<file path="src/rtl/seq_mult_if.sv">
// Operand/result bundle for the sequential multiplier: request side (start, operands)
// and response side (busy, done pulse, held product).
interface seq_mult_if #(
   parameter int WIDTH = 8
);
   logic                 start;
   logic                 signed_op;
   logic [WIDTH-1:0]     a;
   logic [WIDTH-1:0]     b;
   logic                 busy;
   logic                 done;
   logic [2*WIDTH-1:0]   product;

   modport master (
      output start, signed_op, a, b,
      input  busy, done, product
   );

   modport slave (
      input  start, signed_op, a, b,
      output busy, done, product
   );
endinterface

</file>
<file path="src/rtl/seq_mult_param.sv">
// Sequential shift-add multiplier, WIDTH x WIDTH -> 2*WIDTH, unsigned or signed per operation.
// Sign-magnitude core: magnitudes are multiplied, the sign is applied once in DONE.
module seq_mult_param #(
   parameter int WIDTH = 8
) (
   input  logic       clk,
   input  logic       rst,
   seq_mult_if.slave  bus
);

   localparam int CNT_W = $clog2(WIDTH + 1);

   typedef enum logic [1:0] {
      IDLE = 2'd0,
      CALC = 2'd1,
      DONE = 2'd2
   } state_t;

   state_t               state_reg, state_next;
   logic [WIDTH:0]       mag_a_reg, mag_a_next;
   logic [WIDTH:0]       mag_b_reg, mag_b_next;
   logic                 neg_reg, neg_next;
   logic [2*WIDTH-1:0]   acc_reg, acc_next;
   logic [2*WIDTH-1:0]   product_reg, product_next;
   logic [CNT_W-1:0]     cnt_reg, cnt_next;
   logic                 done_reg, done_next;

   logic                 a_is_neg, b_is_neg;
   logic [WIDTH:0]       ext_a, ext_b;
   logic [WIDTH:0]       abs_a, abs_b;
   logic [WIDTH:0]       addend;
   logic [WIDTH:0]       partial_sum;

   // One extra magnitude bit keeps |-2^(WIDTH-1)| exact after negation.
   assign a_is_neg = bus.signed_op & bus.a[WIDTH-1];
   assign b_is_neg = bus.signed_op & bus.b[WIDTH-1];
   assign ext_a    = {a_is_neg, bus.a};
   assign ext_b    = {b_is_neg, bus.b};
   assign abs_a    = a_is_neg ? -ext_a : ext_a;
   assign abs_b    = b_is_neg ? -ext_b : ext_b;

   generate
      for (genvar gi = 0; gi <= WIDTH; gi++) begin : g_addend
         assign addend[gi] = mag_a_reg[gi] & mag_b_reg[0];
      end
   endgenerate

   // Upper half plus multiplicand; the carry lands in the top bit and is shifted in below.
   assign partial_sum = {1'b0, acc_reg[2*WIDTH-1:WIDTH]} + addend;

   always_ff @(posedge clk) begin
      if (rst) begin
         state_reg   <= IDLE;
         mag_a_reg   <= '0;
         mag_b_reg   <= '0;
         neg_reg     <= 1'b0;
         acc_reg     <= '0;
         product_reg <= '0;
         cnt_reg     <= '0;
         done_reg    <= 1'b0;
      end else begin
         state_reg   <= state_next;
         mag_a_reg   <= mag_a_next;
         mag_b_reg   <= mag_b_next;
         neg_reg     <= neg_next;
         acc_reg     <= acc_next;
         product_reg <= product_next;
         cnt_reg     <= cnt_next;
         done_reg    <= done_next;
      end
   end

   always_comb begin
      state_next   = state_reg;
      mag_a_next   = mag_a_reg;
      mag_b_next   = mag_b_reg;
      neg_next     = neg_reg;
      acc_next     = acc_reg;
      product_next = product_reg;
      cnt_next     = cnt_reg;
      done_next    = 1'b0;

      case (state_reg)
         IDLE: begin
            if (bus.start) begin
               mag_a_next = abs_a;
               mag_b_next = abs_b;
               neg_next   = bus.signed_op & (bus.a[WIDTH-1] ^ bus.b[WIDTH-1]);
               acc_next   = '0;
               cnt_next   = '0;
               state_next = CALC;
            end
         end

         CALC: begin
            acc_next   = {partial_sum, acc_reg[WIDTH-1:1]};
            mag_b_next = {1'b0, mag_b_reg[WIDTH:1]};
            cnt_next   = cnt_reg + CNT_W'(1);
            if (cnt_reg == CNT_W'(WIDTH - 1)) begin
               state_next = DONE;
            end
         end

         DONE: begin
            // Negating a zero magnitude yields zero, so no special case is needed.
            product_next = neg_reg ? -acc_reg : acc_reg;
            done_next    = 1'b1;
            state_next   = IDLE;
         end

         default: begin
            state_next = IDLE;
         end
      endcase
   end

   assign bus.busy    = (state_reg != IDLE);
   assign bus.done    = done_reg;
   assign bus.product = product_reg;

endmodule

</file>
<file path="src/flat_wrapper.sv">
// flat-port wrapper written by rule: the top's interface ports become plain ports
module seq_mult_param_flat 
#(
   parameter int WIDTH = 8
)
  (clk, rst, bus_start, bus_signed_op, bus_a, bus_b, bus_busy, bus_done, bus_product);
  seq_mult_if #(.WIDTH(WIDTH)) bus_i ();
  input  logic clk;
  input  logic rst;
  input wire logic [$bits(bus_i.start)-1:0] bus_start;
  input wire logic [$bits(bus_i.signed_op)-1:0] bus_signed_op;
  input wire logic [$bits(bus_i.a)-1:0] bus_a;
  input wire logic [$bits(bus_i.b)-1:0] bus_b;
  output wire logic [$bits(bus_i.busy)-1:0] bus_busy;
  output wire logic [$bits(bus_i.done)-1:0] bus_done;
  output wire logic [$bits(bus_i.product)-1:0] bus_product;
  assign bus_i.start = bus_start;
  assign bus_i.signed_op = bus_signed_op;
  assign bus_i.a = bus_a;
  assign bus_i.b = bus_b;
  assign bus_busy = bus_i.busy;
  assign bus_done = bus_i.done;
  assign bus_product = bus_i.product;
  seq_mult_param #(.WIDTH(WIDTH)) u_core (.clk(clk), .rst(rst), .bus(bus_i));
endmodule
</file>
<file path="config.mk">
export PLATFORM = sky130hd
export DESIGN_NAME = seq_mult_param_flat
export DESIGN_NICKNAME = d
export VERILOG_FILES = /design/src/rtl/seq_mult_if.sv /design/src/rtl/seq_mult_param.sv /design/src/flat_wrapper.sv
export SDC_FILE = /design/constraint.sdc
export NUM_CORES = 1
export LEC_CHECK = 0
export CORE_UTILIZATION = 55
export DETAILED_ROUTE_END_ITERATION = 6
export PLACE_DENSITY = 0.81
export SYNTH_ARGS = -nofsm -noshare
export SYNTH_HDL_FRONTEND = slang
export SYNTH_SLANG_ARGS = --single-unit
</file>
<file path="constraint.sdc">
create_clock -name clk -period 2.5 [get_ports clk]
set_input_delay 0.5 -clock clk [delete_from_list [all_inputs] [get_ports clk]]
set_output_delay 0.5 -clock clk [all_outputs]
set_load 0.1 [all_outputs]
</file>
# ---- Word-level counts from Yosys, hierarchy flattened
# Index checks and enable logic that the tools add are counted.
dict set report totals {
  elab_cells 50
  regBits 58
  output_inout_bits 18
}
dict set report op_classes {
  eq_ne 5
  n_mux 13
  n_addsub 5
  n_reduce_logical 6
  n_bitwise 13
}
# op n
set ops {}
lappend ops {{$mux 16} 2}
lappend ops {{$pmux 16 s2} 1}
lappend ops {{$mux 9} 3}
lappend ops {{$neg 9->9} 2}
lappend ops {{$pmux 9 s2} 1}
lappend ops {{$neg 16->16} 1}
lappend ops {{$and 1x1->1} 12}
lappend ops {{$add 8x9->9} 1}
lappend ops {{$pmux 4 s2} 1}
lappend ops {{$reduce_and 2->1} 3}
lappend ops {{$add 4x1->4 const B} 1}
lappend ops {{$eq 4x3->1 const B} 1}
lappend ops {{$mux 2} 2}
lappend ops {{$mux 4} 1}
lappend ops {{$pmux 2 s2} 1}
lappend ops {{$reduce_bool 2->1} 2}
lappend ops {{$eq 2x1->1 const B} 1}
lappend ops {{$eq 2x2->1 const B} 1}
lappend ops {{$logic_not 2->1} 1}
lappend ops {{$ne 2x1->1 const B} 1}
lappend ops {{$ne 2x2->1 const B} 1}
lappend ops {{$mux 1} 1}
lappend ops {{$xor 1x1->1} 1}

# ---- Logic depth before layout (Yosys ltp)
dict set report logic_depth {
  word_depth 5
  depth_mapped 9
  ltp_nobuf 8
}

# ---- Least setup slack after synthesis
# Ideal clock, no wire load.
dict set report synth_timing {
  path_kind {register to register}
  from {register u_core.mag_b_reg[0]}
  to {register u_core.acc_reg[15]}
  path_slack_ns 0.336
  arrival_ns 2.047
  setup_ns 0.117
  t_required_ns 2.383
  path_stages_with_launch 10
  path_cell_list {dfxtp_1 -> clkbuf_1 -> and2_1 -> ha_1 -> fa_1 -> a21oi_1 -> o21ai_0 -> a211oi_1 -> xor2_1 -> a22o_1}
}
dict set report synth_between {
  elab_chain_len 3
}
# item line
set synth_rtl {}
lappend synth_rtl {{from (decl)} seq_mult_param.sv:21} ;# logic [WIDTH:0] mag_b_reg, mag_b_next;
lappend synth_rtl {{from (signal assigned)} seq_mult_param.sv:64} ;# mag_b_reg <= mag_b_next;
lappend synth_rtl {{$and 1x1->1} seq_mult_param.sv:44} ;# assign addend[gi] = mag_a_reg[gi] & mag_b_reg[0];
lappend synth_rtl {{$add 8x9->9 *} seq_mult_param.sv:49} ;# assign partial_sum = {1'b0, acc_reg[2*WIDTH-1:WIDTH]} + addend;
lappend synth_rtl {{$pmux 16 s2 *} seq_mult_param.sv:83} ;# case (state_reg)
lappend synth_rtl {{to (signal assigned)} seq_mult_param.sv:66} ;# acc_reg <= acc_next;
lappend synth_rtl {{to (decl)} seq_mult_param.sv:23} ;# logic [2*WIDTH-1:0] acc_reg, acc_next;
# Every way passes the cells marked *; elsewhere a longest branch is shown, timed or not.
# A chain may end at the register's enable or synchronous reset.

# ---- Worst setup path in the final report
# Same ends and word-level chain as after synthesis.

==> results.md <==
- Row cnt: 26
- Post CTS Setup Buffer Count: 0
- Syn Inst Count: 349
- First-pass GRT wire length: 10400 um
- Clock Sinks: a little under 60
- Placed cell count: 446
- Setup TNS: 0 ps
- Max Freq: 451 MHz
- Net Sw Frac: 25.7%
- Gr ovfl total: 0
- Die height: between 70 and 80 um
- Synth area leader: dfxtp_1
- Peak VDD IR: 252 uV
- CTS clk-pin slew, worst paths: ~60 ps
- Fin nets: 420
- Period utilisation layout: 88.7%
- Cell area after synthesis: 2980 um2
- Post-DP HPWL: between 4000 and 5000 um
- Seq pwr share: roughly half
- Root Buffer: clkbuf_8
- CTS max path bufs: 2
- Post-synth EDFFs: 0
- DRC Markers: 0
- Post-synth top flop: dfxtp_1
- Syn_nets: 382
- Synth Area per Inst: roughly 8.5 um2
- Synth cell count leaders: 58 x dfxtp_1, 40 x nor2_1, 31 x nand2_1
- PortBufs: 37
- Critical path class: flop to flop
- Worst setup SP type: flop
- Switching power: about 0.49 mW
- Final Cell Area: ~3600 um2
- CP required: between 2000 and 3000 ps
- Synth Register Bits: 58
- Pre-CTS setup slack: ~240 ps
- Pint: 1.43 mW
- ANT nets after route: 0
- Crit-path max FO: 11
- Top cells by area, synth: dfxtp_1 39%, xor2_1 6.2%, ha_1 5.0%, nor2_1 5.0%, a211oi_1 4.8%
- DRT iter0 DRCs: 154
- Clk pwr share: 37.9%
- Endpoint class of the critical path: flop
- Layout cells sized above 1: between 10% and 20%
- CTS buffer count: 9
- Worst slew margin: roughly 62%
- Post-route insts no fill: about 460
- Final setup viols: 0
- Initial antenna violation count: 0
- Placed cell area: 3380 um2
- First drt pass iteration count: 4
- Worst-skew pair later-pin latency: approximately 330 ps
- Worst hold slack: 450 ps
- Reg2Reg Setup Slack: between 200 and 300 ps
- Async SR Flop Fraction: 0%
- RSZ-0062 raised after global routing: no
- Clock skew: 6.35 ps
- Synthesis Warnings: 0
- Die width: 75.6 um
- Vias: 2621
- Final Hold Vio Count: 0
- Top-count cell post-synth: dfxtp_1
- Routability cong.: 0.841
- WP data arrival: 2440 ps
- Largest net degree at the start of global routing: 28
- P_leak: between 1 and 1.5 nW
- Comb pwr share: 11.5%
- Pwr dens: ~540 nW/um2
- Die area: 5710 um2
- WL/cell: approximately 14 um
- Vias per Instance: 5.67
- Cell variety after synth: 48
- Final Max Slew Viols: 0
- Register Area: ~1200 um2
- Multi-input gate area: 1700 um2
- Worst hold path class: flop to flop
- Core Footprint: 5170 um2
- Synth top area share: between 30% and 40%
- Total number of H-tree levels: 3
- Top-Level Pins: 38
- Worst setup margin: between 200 and 300 ps
- Global Route Usage Sum: 24.5%
- Sequential area share after synthesis: 39.0%
- Outcome: finished clean
- Area grow syn2layout: 19.4%
- ANT cells: 0
- Crit path time final: 2220 ps
- Final wirelength: between 6000 and 7000 um
- Fillers: ~460
- Starting Density: 57.5%
- # Max-Cap Violations: 0
- Least-Margin Pin Slew: about 570 ps
- CTS tree: yes
- Vias in the first global route: 2254
==> metrics by stage <==
| stage | utilization [%] | total power, mW |
|---|---|---|
| 2_1_floorplan | - | 1.13 |
| 3_3_place_gp | 65.4 | 1.21 |
| 3_5_place_dp | 65.4 | 1.21 |
| 4_1_cts | 68.6 | 1.93 |
| 5_1_grt | 68.7 | 2.00 |
| 6_report | 68.7 | 1.92 |
==> critical path, stage by stage (launching register included) <==
cell	delay, ps
dfxtp_1	370
and2_1	190
ha_1	220
fa_1	430
a21oi_2	200
o21ai_0	120
a211oi_1	280
xor2_1	100
a22o_1	200
==> placed cells by master, fill, tap and decap left out, types with 2 or more instances in the layout <==
master	netlist	layout
ha_1	12	12
o21ai_0	11	11
clkbuf_1	17	3
clkinv_2	0	3
nand2b_1	3	3
nor2b_1	4	4
a21oi_1	16	15
o41ai_1	3	3
a22o_2	2	2
a311oi_1	2	2
o21bai_1	3	3
nand3_1	12	12
a22o_1	10	10
or3_1	3	3
nor2_1	40	40
inv_1	13	13
nand3b_1	2	2
nor3_1	8	8
buf_4	0	27
clkbuf_8	0	10
clkdlybuf4s50_1	0	19
xnor2_1	8	8
dfxtp_1	58	58
a222oi_1	4	4
nand2_1	31	31
nand4_1	2	2
o31ai_1	4	4
xor2_1	21	21
a211oi_1	19	19
and2_1	10	10
a31oi_1	9	9
==> path summary, 6_finish.rpt <==
check                                                         to                             start  depth (start not counted)
worst max register to register   u_core.acc_reg[15]$_SDFFE_PP0P_  u_core.mag_b_reg[0]$_SDFFE_PP0P_                          8
worst min-delay path            u_core.mag_a_reg[0]$_SDFFE_PP0P_  u_core.mag_a_reg[0]$_SDFFE_PP0P_                          2
worst min register to register  u_core.mag_a_reg[0]$_SDFFE_PP0P_  u_core.mag_a_reg[0]$_SDFFE_PP0P_                          2
worst max-delay path             u_core.acc_reg[15]$_SDFFE_PP0P_  u_core.mag_b_reg[0]$_SDFFE_PP0P_                          8
==> layout make-up <==
type / instances / area share, %
clock inverters: 3 / 0.423
clock buffers: 13 / 4.19
inverters: 13 / 1.37
flip-flops and latches: 58 / 32.7
well taps: 70 / 2.47
multi-input cells: 259 / 47.8
repair buffers: 46 / 11.1
==> cells by family after synthesis <==
family,share of synthesized area (%)
AND/OR/NAND/NOR,19.2
AO/OA/AOI/OAI,22.8
flip-flops,39.0
buffers and inverters,4.04
XOR/XNOR,8.54
adder cells (fa/ha/maj),5.72
multiplexers,0.715
==> per-layer routing <==
metal,part of all wire [%],track usage [%]
met4,1.8,11.3
met5,0,0
met3,4.7,6.08
met1,46,30.8
met2,48,39.6
==> power by group through the flow <==
stage,combinational [mW],clock [mW],sequential (mW)
6_report,0.222,0.728,0.974
5_1_grt,0.245,0.778,0.977
4_1_cts,0.221,0.738,0.974
3_5_place_dp,0.219,0,0.994
3_3_place_gp,0.215,0,0.993
2_1_floorplan,0.149,0,0.983
==> repair_timing <==
action	in CTS	in global routing
gates resized for setup	0	1
hold buffers	0	0
endpoints found under the setup margin	0	1
Power figures use the tool's default switching activity.
